**src/rtl/pipe_hazard_ctrl_pkg.sv**
```systemverilog
// Shared pipeline-control definitions: FSM state encoding, the NOP/bubble word
// and the control bundle that drives every pipe register, plus the RUN-state rules.
package pipe_hazard_ctrl_pkg;

  localparam int REG_W = 4;

  // All-zero word loaded into IF/ID on flush and into ID/EX controls on bubble.
  localparam logic [31:0] NOP_INSTR = 32'h0000_0000;

  typedef enum logic [1:0] {
    ST_RUN    = 2'd0,
    ST_DMISS  = 2'd1,
    ST_DRAIN  = 2'd2,
    ST_HALTED = 2'd3
  } state_e;

  typedef struct packed {
    logic pc_en;
    logic ifid_en;
    logic ifid_flush;
    logic idex_en;
    logic idex_bubble;
    logic exmem_en;
    logic memwb_en;
  } pipe_ctrl_t;

  localparam pipe_ctrl_t CTRL_FLOW = '{pc_en: 1'b1, ifid_en: 1'b1, ifid_flush: 1'b0,
                                       idex_en: 1'b1, idex_bubble: 1'b0,
                                       exmem_en: 1'b1, memwb_en: 1'b1};
  localparam pipe_ctrl_t CTRL_FREEZE = '0;

  // Highest-priority cause wins; a taken branch overrides a pending fetch miss.
  function automatic pipe_ctrl_t run_ctrl(input logic dmem_stall, input logic idex_halt,
                                          input logic load_use, input logic branch_taken,
                                          input logic imem_stall);
    pipe_ctrl_t c;
    c = CTRL_FLOW;
    if (dmem_stall) begin
      c = CTRL_FREEZE;
    end else if (idex_halt) begin
      c.pc_en       = 1'b0;
      c.ifid_flush  = 1'b1;
      c.idex_bubble = 1'b1;
    end else if (load_use) begin
      c.pc_en       = 1'b0;
      c.ifid_en     = 1'b0;
      c.idex_bubble = 1'b1;
    end else if (branch_taken) begin
      c.ifid_flush = 1'b1;
    end else if (imem_stall) begin
      c.pc_en      = 1'b0;
      c.ifid_flush = 1'b1;
    end
    return c;
  endfunction

endpackage

```
**src/rtl/pipe_hazard_ctrl_hazard_detect.sv**
```systemverilog
// Load-use compare between the load sitting in ID/EX and the sources read in ID.
// Register 0 is hard-wired, so it never creates a dependency.
module pipe_hazard_ctrl_hazard_detect
  import pipe_hazard_ctrl_pkg::*;
(
  input  logic [REG_W-1:0] i_src_reg1,
  input  logic [REG_W-1:0] i_src_reg2,
  input  logic             i_uses_src2,
  input  logic             i_mem_read,
  input  logic             i_write_reg,
  input  logic [REG_W-1:0] i_dst_reg,
  output logic             o_load_use
);

  logic w_dst_live;
  logic w_match;

  assign w_dst_live = i_mem_read & i_write_reg & (i_dst_reg != '0);
  assign w_match    = (i_dst_reg == i_src_reg1) | (i_uses_src2 & (i_dst_reg == i_src_reg2));
  assign o_load_use = w_dst_live & w_match;

endmodule

```
**src/rtl/pipe_hazard_ctrl.sv**
```systemverilog
// Pipeline hazard controller: enables and flush/bubble strobes for all pipe
// registers, HALT drain sequencing and a saturating stall-cycle counter.
module pipe_hazard_ctrl
  import pipe_hazard_ctrl_pkg::*;
#(
  parameter int HALT_DRAIN = 2,
  parameter int CNT_W      = 16
) (
  input  logic             i_clk,
  input  logic             i_rst_n,
  input  logic [REG_W-1:0] i_ifid_src_reg1,
  input  logic [REG_W-1:0] i_ifid_src_reg2,
  input  logic             i_ifid_uses_src2,
  input  logic             i_idex_mem_read,
  input  logic             i_idex_write_reg,
  input  logic [REG_W-1:0] i_idex_dst_reg,
  input  logic             i_idex_halt,
  input  logic             i_branch_taken,
  input  logic             i_imem_stall,
  input  logic             i_dmem_stall,
  output logic             o_pc_en,
  output logic             o_ifid_en,
  output logic             o_ifid_flush,
  output logic             o_idex_en,
  output logic             o_idex_bubble,
  output logic             o_exmem_en,
  output logic             o_memwb_en,
  output logic             o_hlt,
  output logic [CNT_W-1:0] o_stall_cycles
);

  localparam int DRAIN_W = (HALT_DRAIN > 2) ? $clog2(HALT_DRAIN) : 1;
  localparam logic [DRAIN_W-1:0] DRAIN_INIT = DRAIN_W'(HALT_DRAIN - 1);

  state_e             r_state;
  state_e             w_state_next;
  logic [DRAIN_W-1:0] r_drain_cnt;
  logic [DRAIN_W-1:0] w_drain_next;
  logic [CNT_W-1:0]   r_stall_cycles;
  logic               w_load_use;
  pipe_ctrl_t         w_run_ctrl;
  pipe_ctrl_t         w_ctrl;

  pipe_hazard_ctrl_hazard_detect u_hazard_detect (
    .i_src_reg1  (i_ifid_src_reg1),
    .i_src_reg2  (i_ifid_src_reg2),
    .i_uses_src2 (i_ifid_uses_src2),
    .i_mem_read  (i_idex_mem_read),
    .i_write_reg (i_idex_write_reg),
    .i_dst_reg   (i_idex_dst_reg),
    .o_load_use  (w_load_use)
  );

  assign w_run_ctrl = run_ctrl(i_dmem_stall, i_idex_halt, w_load_use, i_branch_taken, i_imem_stall);

  always_ff @(posedge i_clk) begin
    if (!i_rst_n) begin
      r_state     <= ST_RUN;
      r_drain_cnt <= '0;
    end else begin
      r_state     <= w_state_next;
      r_drain_cnt <= w_drain_next;
    end
  end

  // Leaving DMISS reuses the RUN decision, so a frozen hazard is acted on immediately.
  always_comb begin
    w_state_next = r_state;
    w_drain_next = r_drain_cnt;
    case (r_state)
      ST_RUN, ST_DMISS: begin
        if (i_dmem_stall) begin
          w_state_next = ST_DMISS;
        end else if (i_idex_halt) begin
          w_state_next = ST_DRAIN;
          w_drain_next = DRAIN_INIT;
        end else begin
          w_state_next = ST_RUN;
        end
      end
      ST_DRAIN: begin
        if (!i_dmem_stall) begin
          if (r_drain_cnt == '0) begin
            w_state_next = ST_HALTED;
          end else begin
            w_drain_next = r_drain_cnt - 1'b1;
          end
        end
      end
      default: w_state_next = ST_HALTED;
    endcase
  end

  always_comb begin
    w_ctrl = CTRL_FLOW;
    if (i_rst_n) begin
      case (r_state)
        ST_RUN:   w_ctrl = w_run_ctrl;
        ST_DMISS: w_ctrl = i_dmem_stall ? CTRL_FREEZE : w_run_ctrl;
        ST_DRAIN: begin
          // Keep injecting NOPs behind the HALT while older instructions retire.
          w_ctrl.pc_en       = 1'b0;
          w_ctrl.ifid_flush  = 1'b1;
          w_ctrl.idex_bubble = 1'b1;
          w_ctrl.exmem_en    = ~i_dmem_stall;
          w_ctrl.memwb_en    = ~i_dmem_stall;
        end
        default:  w_ctrl = CTRL_FREEZE;
      endcase
    end
  end

  always_ff @(posedge i_clk) begin
    if (!i_rst_n) begin
      r_stall_cycles <= '0;
    end else if (!w_ctrl.pc_en && (r_state != ST_HALTED) && (r_stall_cycles != {CNT_W{1'b1}})) begin
      r_stall_cycles <= r_stall_cycles + CNT_W'(1);
    end
  end

  assign o_pc_en        = w_ctrl.pc_en;
  assign o_ifid_en      = w_ctrl.ifid_en;
  assign o_ifid_flush   = w_ctrl.ifid_flush;
  assign o_idex_en      = w_ctrl.idex_en;
  assign o_idex_bubble  = w_ctrl.idex_bubble;
  assign o_exmem_en     = w_ctrl.exmem_en;
  assign o_memwb_en     = w_ctrl.memwb_en;
  assign o_hlt          = (r_state == ST_HALTED);
  assign o_stall_cycles = r_stall_cycles;

endmodule

```
**config.mk**
```make
export PLATFORM = sky130hd
export DESIGN_NAME = pipe_hazard_ctrl
export DESIGN_NICKNAME = d
export VERILOG_FILES = /design/src/rtl/pipe_hazard_ctrl_pkg.sv /design/src/rtl/pipe_hazard_ctrl_hazard_detect.sv /design/src/rtl/pipe_hazard_ctrl.sv
export SDC_FILE = /design/constraint.sdc
export NUM_CORES = 1
export LEC_CHECK = 0
export CORE_UTILIZATION = 45
export DETAILED_ROUTE_END_ITERATION = 12
export GPL_TIMING_DRIVEN = 0
export PLACE_DENSITY_LB_ADDON = 0.25
export SETUP_SLACK_MARGIN = 0.4
export SYNTH_ARGS = -nofsm -noshare
export SYNTH_HDL_FRONTEND = slang
export SYNTH_HIERARCHICAL = 1
export SYNTH_SLANG_ARGS = --single-unit
```
**constraint.sdc**
```tcl
create_clock -name i_clk -period 7.4 [get_ports i_clk]
set_input_delay 1.48 -clock i_clk [delete_from_list [all_inputs] [get_ports i_clk]]
set_output_delay 1.48 -clock i_clk [all_outputs]
set_load 0.01 [all_outputs]
```
==> impl.org, run 1 <==
** Power and ir drop
- Power density over the cells :: 129 nW/um2
- After layout, the design draws a total of 0.206 mW.
- Maximum vdd ir drop :: 88.7 uV
- Leakage :: around 0.66 nW

** Timing
- Sum of negative setup slack :: 0 ns
- Setup violations remaining at the end of the flow were counted as 0.
- Actual transition at the worst max-transition pin :: 0.488 ns
- Setup repair after global routing missed its margin :: no
- The number of max-slew violations in the final report is 0.
- Based on the critical path, the design can be clocked at up to 181 MHz.
- Headroom to the max-slew limit came out at 0.672.
- Share of the clock period used by the worst path after layout :: 0.748
- The hold violation total from the final report was 0.
- Counting I/O delays and the setup requirement, the final critical path takes 5.53 ns.
- Worst clock skew on the final layout :: 0.00648 ns

** Route
- Once detail routing completed, the nets flagged for antenna violations numbered 0.
- In the routed layout, each cell is associated on average with a via count of ~5.4.
- DRC viols :: 0
- Wires add up to 2.69 mm.
- In this run, the number of DRC markers left after iteration 0 of detailed routing was 22.
- The first detailed-routing pass took 4 iterations.
- Vias after detailed routing :: 1127
- After detailed routing, the average wire length per cell comes to 12.9 um.

** Hold path
- Hold/Removal Path Class :: reg -> reg
- The startpoint identified for the worst hold timing path is o_stall_cycles[9].

** Cells and area
- Post-route cell area :: 1600 um2
- In the final layout, the share of cells above drive strength 1 is 0.0500.
- Sequential Area :: 380 um2
- The repair_antennas step left the layout with diodes totalling 0.
- Final-stage net count :: approximately 200
- Number of cells in the finished layout apart from fillers :: 208
- From synthesis to final layout, the design area changed by 45.7%.
- Multi-input gate area :: 678 um2
- Filler cell count in the final layout :: 198

** Synthesis
- Cell area after technology mapping :: 1100 um2
- For this run, the register share of the synthesized area comes to 0.346.
- Synthesis produced a netlist with a net count of 154.
- Most instantiated flip-flop cell in the synthesis netlist :: sky130_fd_sc_hd__dfxtp_1
- Summed over all instances, the cell type with the most area after synthesis is sky130_fd_sc_hd__dfxtp_1.
- After synthesis the netlist holds a flip-flop and latch count of 19.
- Number of instances in the synthesized netlist :: 132
- Warnings from Yosys :: 6
- Number of enable flip-flop cells after synthesis :: 0
- Number of distinct library cells after synthesis :: 27
- In this run the mean area of a mapped cell was ~8.3 um2.
- Share of flip-flops with an asynchronous set or reset :: 0
- Synth area leaders :: sky130_fd_sc_hd__dfxtp_1 (35%), sky130_fd_sc_hd__mux2i_1 (13%), sky130_fd_sc_hd__nand2_1 (6.8%), sky130_fd_sc_hd__xnor2_1 (6.4%), sky130_fd_sc_hd__nand4_1 (5.1%)
- Area share of the leading cell type in the synthesized netlist :: 0.346

** Setup path
- At the worst endpoint, the required time is 5.92 ns.
- The worst register-to-register path begins at r_state[1].
- Largest stage delay on the critical path :: 0.57 ns
- Walking the worst path, the cells encountered are clkdlybuf4s50_1 > or4_1 > nand4_1 > o22ai_1 > or4_1 > o21ai_0 > clkdlybuf4s50_1.
- STA puts the critical path data arrival time at 4.05 ns.
- The most critical setup path has its startpoint at i_idex_dst_reg[3].
- Capturing element type of the critical path :: primary output
- Along the worst path, the maximum fanout reaches 4.
- By startpoint and endpoint, the worst setup path is classified as in -> out.
- The largest individual stage delay along the critical path comes from the cell sky130_fd_sc_hd__or4_1.
- STA classifies the critical path startpoint as a primary input.

** Floorplanning
- Die area :: 2650 um2
- Rows :: 17
- The die is 51.4 um tall.
- Die Span X :: 51.4 um
- For this configuration, the core starts out at a cell density of 0.488.
- Standard cell core area :: ~2300 um2
- 45 I/O pins were placed.

** CTS
- The clock reaches the later pin of the worst-skew pair after just under 0.3 ns.
- Clk Tree Root Cell :: sky130_fd_sc_hd__clkbuf_4
- Clock tree from TritonCTS :: yes
- Clock slew at reported path FFs :: approximately 0.11 ns
- Post-CTS timing repair inserted 0 buffers for setup.
- Hold repair after CTS inserted 0 buffers.
- Post_cts resized :: 0
- Number of buffers created by CTS :: 3
- The clock net in this run drives a total of 19 sinks.
- Maximum buffer depth of the clock tree :: 2
- Max H-tree Level :: 1

** Placed design
- Cell Area, Placed :: about 1600 um2
- After legalization and detailed placement, the total HPWL measured 2.14 mm.
- After detailed placement, the design holds a cell count of just over 200.
- Number of port buffers :: 44
- Routability congestion estimate :: 0.839

** Global route
- Entering global routing, the biggest net connects 12 pins.
- Across every metal layer, demand over resource in global routing totals 0.231.
- The initial antenna violation count is 0.
- Global-route wire length before repair :: roughly 4.6 mm
- Grt total ovfl :: 0
- The via count of the first global-routing pass was 1135.

** Job
- Max-cap viol count :: 0

** Outcome
- Result of the run :: finished clean
## final cells by class
cell class,count,share of cell area
multi-input cells,105,0.423
flip-flops and latches,19,0.237
well taps,28,0.0219
clock buffers,3,0.0141
plain buffers,5,0.0187
repair buffers,44,0.275
clock inverters,1,0.00312
inverters,3,0.00703
## metal layers
metal,GRT usage,wire length [um],vias to the layer above
met5,0,0,-
met4,0.0901,31,0
met3,0.0268,119,4
met2,0.433,1450,42
met1,0.259,1090,526
li1,-,-,555
## Yosys cell counts (all sizes together) (4+ instances only)
master / n
mux2i: 14
nand4: 9
xnor2: 8
nor2: 8
o21ai: 8
and3: 4
and2: 4
dfxtp: 19
nand2b: 4
nor2b: 4
nand3: 7
nand2: 20
## final timing paths
check	to	slack [ns]	cells past startpoint
worst min register to register	o_stall_cycles[9]	0.51	1
worst min-delay path	o_stall_cycles[9]	0.51	1
worst max-delay path	o_pc_en	1.87	7
worst max register to register	o_stall_cycles[15]	5.57	6
## kinds of logic (layout without fill, tap and decap cells)
family                     after synthesis  in the layout  synth area share
and+or+nand+nor                         64             64             0.303
DFF                                     19             19             0.346
AOI/OAI and AO/OA                       16             16            0.0956
muxes                                   14             14             0.127
xor gates and xnor gates                10             10            0.0796
buffers and inverters                    8             56            0.0375
adders and majority gates                1              1            0.0114
## flip-flops by register name, indices dropped and copies added (netlist names)
signal          flops
o_stall_cycles     16
r_state             2
r_drain_cnt         1
## critical path: cells and delay by family
kind,cells,cell delay (ns)
buffers and inverters,2,1.04
AO/OA/AOI/OAI,2,0.31
AND/OR/NAND/NOR,3,1.23
## placed cells by master, fill, tap and decap left out
master,instances
sky130_fd_sc_hd__nand2_1,20
sky130_fd_sc_hd__a21boi_0,2
sky130_fd_sc_hd__xnor2_1,8
sky130_fd_sc_hd__clkinv_2,1
sky130_fd_sc_hd__ha_1,1
sky130_fd_sc_hd__clkbuf_1,3
sky130_fd_sc_hd__nor2_1,8
sky130_fd_sc_hd__a21oi_2,1
sky130_fd_sc_hd__nor2b_1,4
sky130_fd_sc_hd__clkbuf_4,3
sky130_fd_sc_hd__nand4_1,9
sky130_fd_sc_hd__nand3_1,7
sky130_fd_sc_hd__o22ai_1,1
sky130_fd_sc_hd__nor4_2,1
sky130_fd_sc_hd__inv_1,3
sky130_fd_sc_hd__mux2i_1,14
sky130_fd_sc_hd__xor2_1,2
sky130_fd_sc_hd__and4_1,1
sky130_fd_sc_hd__and2_1,3
sky130_fd_sc_hd__o21ai_0,8
sky130_fd_sc_hd__o211ai_2,1
sky130_fd_sc_hd__dfxtp_1,19
sky130_fd_sc_hd__buf_6,1
sky130_fd_sc_hd__or4_1,2
sky130_fd_sc_hd__clkdlybuf4s50_1,44
sky130_fd_sc_hd__nand2b_1,4
sky130_fd_sc_hd__and2_0,1
sky130_fd_sc_hd__o21a_1,3
sky130_fd_sc_hd__and3_1,4
sky130_fd_sc_hd__buf_4,1
## where the power goes
part | leakage [nW] | internal, mW | switching (mW) | total [mW]
Clock | 0.0177 | 0.0201 | 0.0315 | 0.0515
Combinational | 0.490 | 0.0269 | 0.0192 | 0.0462
Sequential | 0.154 | 0.105 | 0.00339 | 0.108
Total | 0.662 | 0.152 | 0.0541 | 0.206
## stage by stage
step / worst slack, ns / hold slack (ns) / util
after floorplan: 2.89 / 0.486 / -
after global placement: 1.93 / 0.462 / 0.699
after detailed placement: 1.89 / 0.488 / 0.699
after CTS: 1.88 / 0.509 / 0.711
after global routing: 1.75 / 0.526 / 0.711
final: 1.87 / 0.514 / 0.711
(Power assumes the default switching activity.)
==> run 2, diff against run 1 <==
--- a/config.mk
+++ b/config.mk
@@ -5,7 +5,7 @@
 export SDC_FILE = /design/constraint.sdc
 export NUM_CORES = 1
 export LEC_CHECK = 0
-export CORE_UTILIZATION = 45
+export CORE_UTILIZATION = 42
 export DETAILED_ROUTE_END_ITERATION = 12
 export GPL_TIMING_DRIVEN = 0
 export PLACE_DENSITY_LB_ADDON = 0.25
==> constraint.sdc (replaced) <==
create_clock -name i_clk -period 5.19 [get_ports i_clk]
set_input_delay 1.038 -clock i_clk [delete_from_list [all_inputs] [get_ports i_clk]]
set_output_delay 1.038 -clock i_clk [all_outputs]
set_load 0.01 [all_outputs]
==> run 2 against run 1 <==
Die area up 6.9%. Sequential cell count unchanged. Power rose by 43%. Design area rose by 0.16%. Utilization fell by 6.3 points. Register-to-register slack got worse by 2.2 ns. First-iteration DRC count shrank 68%. Clock skew increased by 0.0042 ns. Clock-buffer cell count stayed put. Via count decreased by 2.2%.
==> impl.org, run 2 (same netlist as run 1, synthesis figures left out) <==
** Outcome
- Result of the run :: finished clean

** Cells and area
- The library cells used most frequently in the layout, excluding fill and tap cells, are sky130_fd_sc_hd__clkdlybuf4s50_1 (44), sky130_fd_sc_hd__nand2_1 (20), sky130_fd_sc_hd__dfxtp_1 (19).
- Share of cells above drive strength 1 :: 0.0500
- Most common library cell in the layout ignoring fill and taps :: sky130_fd_sc_hd__clkdlybuf4s50_1
- In the final layout, the multi-input gates occupy about 680 um2.
- Max reg flops :: 16
- The layout has around 230 filler cells.
- Sequential Area :: 380 um2
- The number of antenna diodes in the final layout is 0.
- Area growth syn-to-layout :: 46.0%
- Once layout is complete, the utilization of the core stands at 0.648.
- In the final design database the tool counted ~200 nets.

** Route
- Dividing the detail-routed via count by the number of cells gives ~5.2.
- Detailed routing inserted a total of 1102 vias.
- In the routed design, unresolved DRC markers number 0.
- For this run, the detailed router's first-pass iteration total came to 4.
- Mean routed wirelength per cell :: 12.7 um
- The count of nets left with antenna violations once routing finished came out at 0.
- For this block, the initial DRC count from the detailed router was 7.
- DRT Wirelength :: 2.67 mm

** Power and ir drop
- Maximum vdd ir drop :: roughly 180 uV
- Power density over the cells :: 183 nW/um2
- Leakage :: roughly 0.66 nW
- Power, Total :: 0.294 mW

** Setup path
- The critical path is of the in -> out type.
- For the worst flop-to-flop path, the logic depth is 6.
- For the worst setup path, the data required time is 4.15 ns.
- The worst setup path is captured at a primary output.
- Worst Path Max Fanout :: 4
- Data arrives at the worst endpoint at 3.56 ns.
- Critical path startpoint category :: primary input

** Timing
- Time the final worst path needs with I/O delays and setup :: approximately 4.6 ns
- Dividing the final minimum period by the clock period gives 0.886.
- At the pin with the least slew margin, the transition time is 0.502 ns.
- Least setup slack across all paths after layout :: 0.589 ns
- Clock skew on the completed layout was measured at 0.0107 ns.
- Setup repair after global routing left no endpoint under its margin.
- Peak clock frequency supported by timing :: 217 MHz
- Hold violation total from the final report :: 0
- Number of failing setup endpoints in the final timing report :: 0
- Fin. max-slew vios :: 0
- Sum of negative setup slack :: 0 ns
- Minimum hold slack :: around 0.5 ns
- Measured against its own limit, the worst slew margin works out to 0.663.

** Global route
- Grt total ovfl :: 0
- The via count of the first global-routing pass was 968.
- The initial antenna violation count was 0.
- Global-route wire length before repair :: 4.18 mm
- For this run, the total global-route usage over all layers was measured as 0.200.
- Entering global routing, the biggest net connects 12 pins.

** Floorplanning
- Initial Utilization :: 0.444
- Count of boundary I/O pins :: 45
- Standard cell core area :: 2480 um2
- Rows :: 18
- Die Span X :: 53.2 um
- Vertical die dimension :: between 50 and 60 um
- The die covers between 2000 and 3000 um2.

** CTS
- Max H-tree Level :: 1
- Post-CTS setup-driven buffer insertion count :: 0
- In this run, post-CTS hold repair placed 0 buffers.
- Clock-pin slew was measured on the worst setup and hold paths at 0.12 ns.
- The number of gates resized after CTS was 0.
- Num Clock Sinks :: 19
- Clock tree from TritonCTS :: yes
- CTS placed an instance of sky130_fd_sc_hd__clkbuf_4 at the clock tree root.
- Buffers inserted during clock tree synthesis total 3.
- Skew-Pair Late Insertion Delay :: around 0.30 ns
- Maximum buffer depth of the clock tree :: 2

** Placed design
- The HPWL after detailed placement is 2.07 mm.
- Pre-CTS setup slack :: a little under 0.6 ns
- Routability congestion estimate :: between 0.7 and 0.8
- During placement, the flow inserted port buffers numbering 44.

** Hold path
- Hold/Removal Path Class :: reg -> reg
- Counting instances, the worst hold path has a depth of 1.

** Job
- Max-cap violations in this run came to 0.
==> run 2: per-stage QoR <==
stage	instances	cell area, um2
floorplan	132	1100
global placement	206	1580
detailed placement	206	1580
CTS	210	1610
global route	210	1610
finish	210	1610
==> run 2: worst paths after layout <==
check                           from                  to  slack, ns
setup / recovery   i_idex_dst_reg[3]             o_pc_en       0.59
hold / removal    o_stall_cycles[10]  o_stall_cycles[10]       0.49
setup reg to reg          r_state[1]  o_stall_cycles[13]       3.35
hold reg to reg   o_stall_cycles[10]  o_stall_cycles[10]       0.49
==> run 2: report_power, final <==
part | leakage, nW | switching, mW | internal, mW
clock network | 0.0177 | 0.0462 | 0.0287
registers | 0.154 | 0.00477 | 0.150
logic | 0.490 | 0.0265 | 0.0383
total | 0.662 | 0.0775 | 0.217
==> run 2: area by class of cell <==
type                    instances  area share
multi-input cells             105       0.422
repair buffers                 44       0.274
flip-flops and latches         19       0.237
well taps                      30      0.0234
plain buffers                   5      0.0187
clock buffers                   3      0.0140
inverters                       3     0.00701
clock inverters                 1     0.00312
==> run 2: critical path: stages <==
cell and delay [ns]:
sky130_fd_sc_hd__clkdlybuf4s50_1 0.46, sky130_fd_sc_hd__or4_1 0.56, sky130_fd_sc_hd__nand4_1 0.11, sky130_fd_sc_hd__o22ai_1 0.11, sky130_fd_sc_hd__or4_1 0.52, sky130_fd_sc_hd__o21ai_0 0.20, sky130_fd_sc_hd__clkdlybuf4s50_1 0.56
==> run 2: routing by layer <==
layer / global-route usage / share of wire / vias up
li1: - / - / 558
met1: 0.231 / 0.44 / 509
met2: 0.359 / 0.50 / 33
met3: 0.0460 / 0.058 / 2
met4: 0.0658 / 0.0060 / 0
met5: 0 / 0 / -
==> run 3, diff against run 2 <==
--- a/config.mk
+++ b/config.mk
@@ -5,7 +5,8 @@
 export SDC_FILE = /design/constraint.sdc
 export NUM_CORES = 1
 export LEC_CHECK = 0
-export CORE_UTILIZATION = 42
+export CORE_UTILIZATION = 44
+export CTS_BUF_LIST = sky130_fd_sc_hd__clkbuf_4 sky130_fd_sc_hd__clkbuf_8
 export DETAILED_ROUTE_END_ITERATION = 12
 export GPL_TIMING_DRIVEN = 0
 export PLACE_DENSITY_LB_ADDON = 0.25
==> run 3 against run 2 <==
Power fell by 0.29%. Highest routed layer unchanged. Design area fell by 0.16%. Fmax rose by 0.19%. Cell count fell by 0.95%. Sequential share of layout area barely moved. Clock power barely moved. Critical endpoint unchanged. Register-to-register slack barely moved. Non-clock buffer count did not move.
==> impl.org, run 3 (same netlist as run 1, synthesis figures left out) <==
** Cells and area
- The number of antenna diodes in the final layout is 0.
- In the final design database the tool counted 203 nets.
- Of the cells placed in the final design, the portion with a size suffix greater than 1 is 0.0500.
- Max reg flops :: 16
- Relative to the synthesized area, the layout overhead comes to 45.7%.
- Most common library cell in the layout ignoring fill and taps :: sky130_fd_sc_hd__clkdlybuf4s50_1
- In the layout the commonest cells are sky130_fd_sc_hd__clkdlybuf4s50_1 (44), sky130_fd_sc_hd__nand2_1 (20), sky130_fd_sc_hd__dfxtp_1 (19).

** CTS
- Clock tree from TritonCTS :: yes
- Skew-Pair Late Insertion Delay :: 0.29 ns
- Post_cts resized :: 0
- Num Clock Sinks :: 19
- The cell sitting at the root of the clock tree is a sky130_fd_sc_hd__clkbuf_4.
- The number of hold buffers added after CTS was 0.
- Buffers added to address setup during post-CTS repair amount to 0.
- Maximum buffer depth of the clock tree :: 2
- Clock slew at reported path FFs :: 0.11 ns
- The number of clock buffers added by TritonCTS is 3.
- In this run the number of H-tree levels came out at 1.

** Placed design
- Number of port buffers :: 44
- DPL Wire Length :: 1.92 mm
- Pre-CTS setup slack :: roughly 0.58 ns
- Routability congestion estimate :: 0.753

** Global route
- Pin count of the biggest net entering global routing :: 12
- For met2 alone, demand over resource in global routing was 0.335.
- GR Layer Usage met3 :: 0.0526
- Vias in the first global route :: 958
- Total global-route track usage :: 0.200
- In the global route stage, met1 resource usage came out at 0.262.
- The initial antenna violation count came to 0.
- The layer flagged by global routing as most heavily used is met2.
- Grt total ovfl :: 0
- Global-route wire length before repair :: approximately 4.1 mm

** Power and ir drop
- Maximum vdd ir drop :: 154 uV
- Leakage :: 0.662 nW
- For this design the ratio of total power to cell area is 183 nW/um2.

** Outcome
- Result of the run :: finished clean

** Setup path
- At the worst endpoint, the required time is ~4.2 ns.
- Capturing element type of the critical path :: primary output
- Critical path startpoint category :: primary input
- The critical path is of the in -> out type.
- Along the worst path, the maximum fanout reaches 4.
- Arr. time, crit path :: 3.55 ns

** Timing
- Fin. max-slew vios :: 0
- Setup repair after global routing left no endpoint under its margin.
- After layout, the minimum clock period comes to 4.59 ns.
- Based on the critical path, the design can be clocked at up to roughly 220 MHz.
- Relative slew slack :: 0.704
- In the finished design, the share of the clock period the worst path needs comes to 0.885.
- For the final database, setup skew stands at about 0.0062 ns.
- Number of failing setup endpoints in the final timing report :: 0
- The hold violation total from the final report was 0.
- At the pin with the least slew margin, the transition time is 0.440 ns.
- Final hold analysis gives a worst-case slack of 0.499 ns.
- Across all setup checks in the final design, the least slack found is 0.598 ns.
- Setup total negative slack on the finished layout was measured at 0 ns.

** Floorplanning
- Count of boundary I/O pins :: 45
- Initial Utilization :: 0.483
- From bottom edge to top edge, the die measures roughly 52 um.
- Die Span X :: 52.0 um
- The core region is 2280 um2.
- The die covers 2700 um2.
- After floorplanning, the core was divided into 17 placement rows.

** Route
- Drt first-iter violations :: 12
- For this run, design rule violations remaining after detail routing come to 0.
- The first detailed-routing pass ran for 4 iterations.
- DRT Wirelength :: 2.47 mm
- The routed layout has roughly 1.1k vias.
- In the final routed layout, each cell accounts on average for 11.9 um.
- Via density per instance :: 5.26
- DRT antenna net count :: 0

** Job
- Across the run, the number of max-cap violations was 0.

** Hold path
- Hold/Removal Path Class :: reg -> reg
## run 3: cell counts in the layout (fill, tap and decap cells not counted)
No cell type changed its count.
## run 3: worst max-delay path: stages
cell and delay [ns]:
sky130_fd_sc_hd__clkdlybuf4s50_1 0.46, sky130_fd_sc_hd__or4_1 0.56, sky130_fd_sc_hd__nand4_1 0.11, sky130_fd_sc_hd__o22ai_1 0.11, sky130_fd_sc_hd__or4_1 0.52, sky130_fd_sc_hd__o21ai_0 0.18
sky130_fd_sc_hd__clkdlybuf4s50_1 0.56
## run 3: metal layers
metal | vias to the layer above | share of wire | routed length [um]
met3 | 2 | 0.045 | 110
met5 | - | 0 | 0
li1 | 557 | - | -
met2 | 31 | 0.47 | 1160
met1 | 504 | 0.48 | 1190
met4 | 0 | 0.0036 | 9
## run 3: final timing paths
path | end | start | cells past startpoint | slack, ns
max | o_pc_en | i_idex_dst_reg[3] | 7 | 0.60
min | o_stall_cycles[15] | o_stall_cycles[15] | 1 | 0.50
max reg2reg | o_stall_cycles[13] | r_state[1] | 6 | 3.34
min reg2reg | o_stall_cycles[15] | o_stall_cycles[15] | 1 | 0.50
## run 3: stage by stage
step	instance area (um2)	utilization	instances	total power, mW
6_report	1600	0.704	208	0.293
3_5_place_dp	1580	0.692	204	0.222
3_3_place_gp	1580	0.692	204	0.221
2_1_floorplan	1100	-	132	0.187
5_1_grt	1600	0.704	208	0.309
4_1_cts	1600	0.704	208	0.295
## run 3: cell type report
type / count / area [um2]
inverter: 3 / 11.3
fill: 187 / 673
timing repair buffer: 44 / 440
buffer: 5 / 30.0
clock buffer: 3 / 22.5
sequential: 19 / 380
clock inverter: 1 / 5.00
tap: 28 / 35.0
multi-input combinational: 105 / 678
## run 3: report_power, final
group	total [mW]	switching, mW	internal (mW)	leakage (nW)
sequential	0.154	0.00483	0.150	0.154
clock	0.0746	0.0459	0.0287	0.0177
combinational	0.0642	0.0259	0.0383	0.490
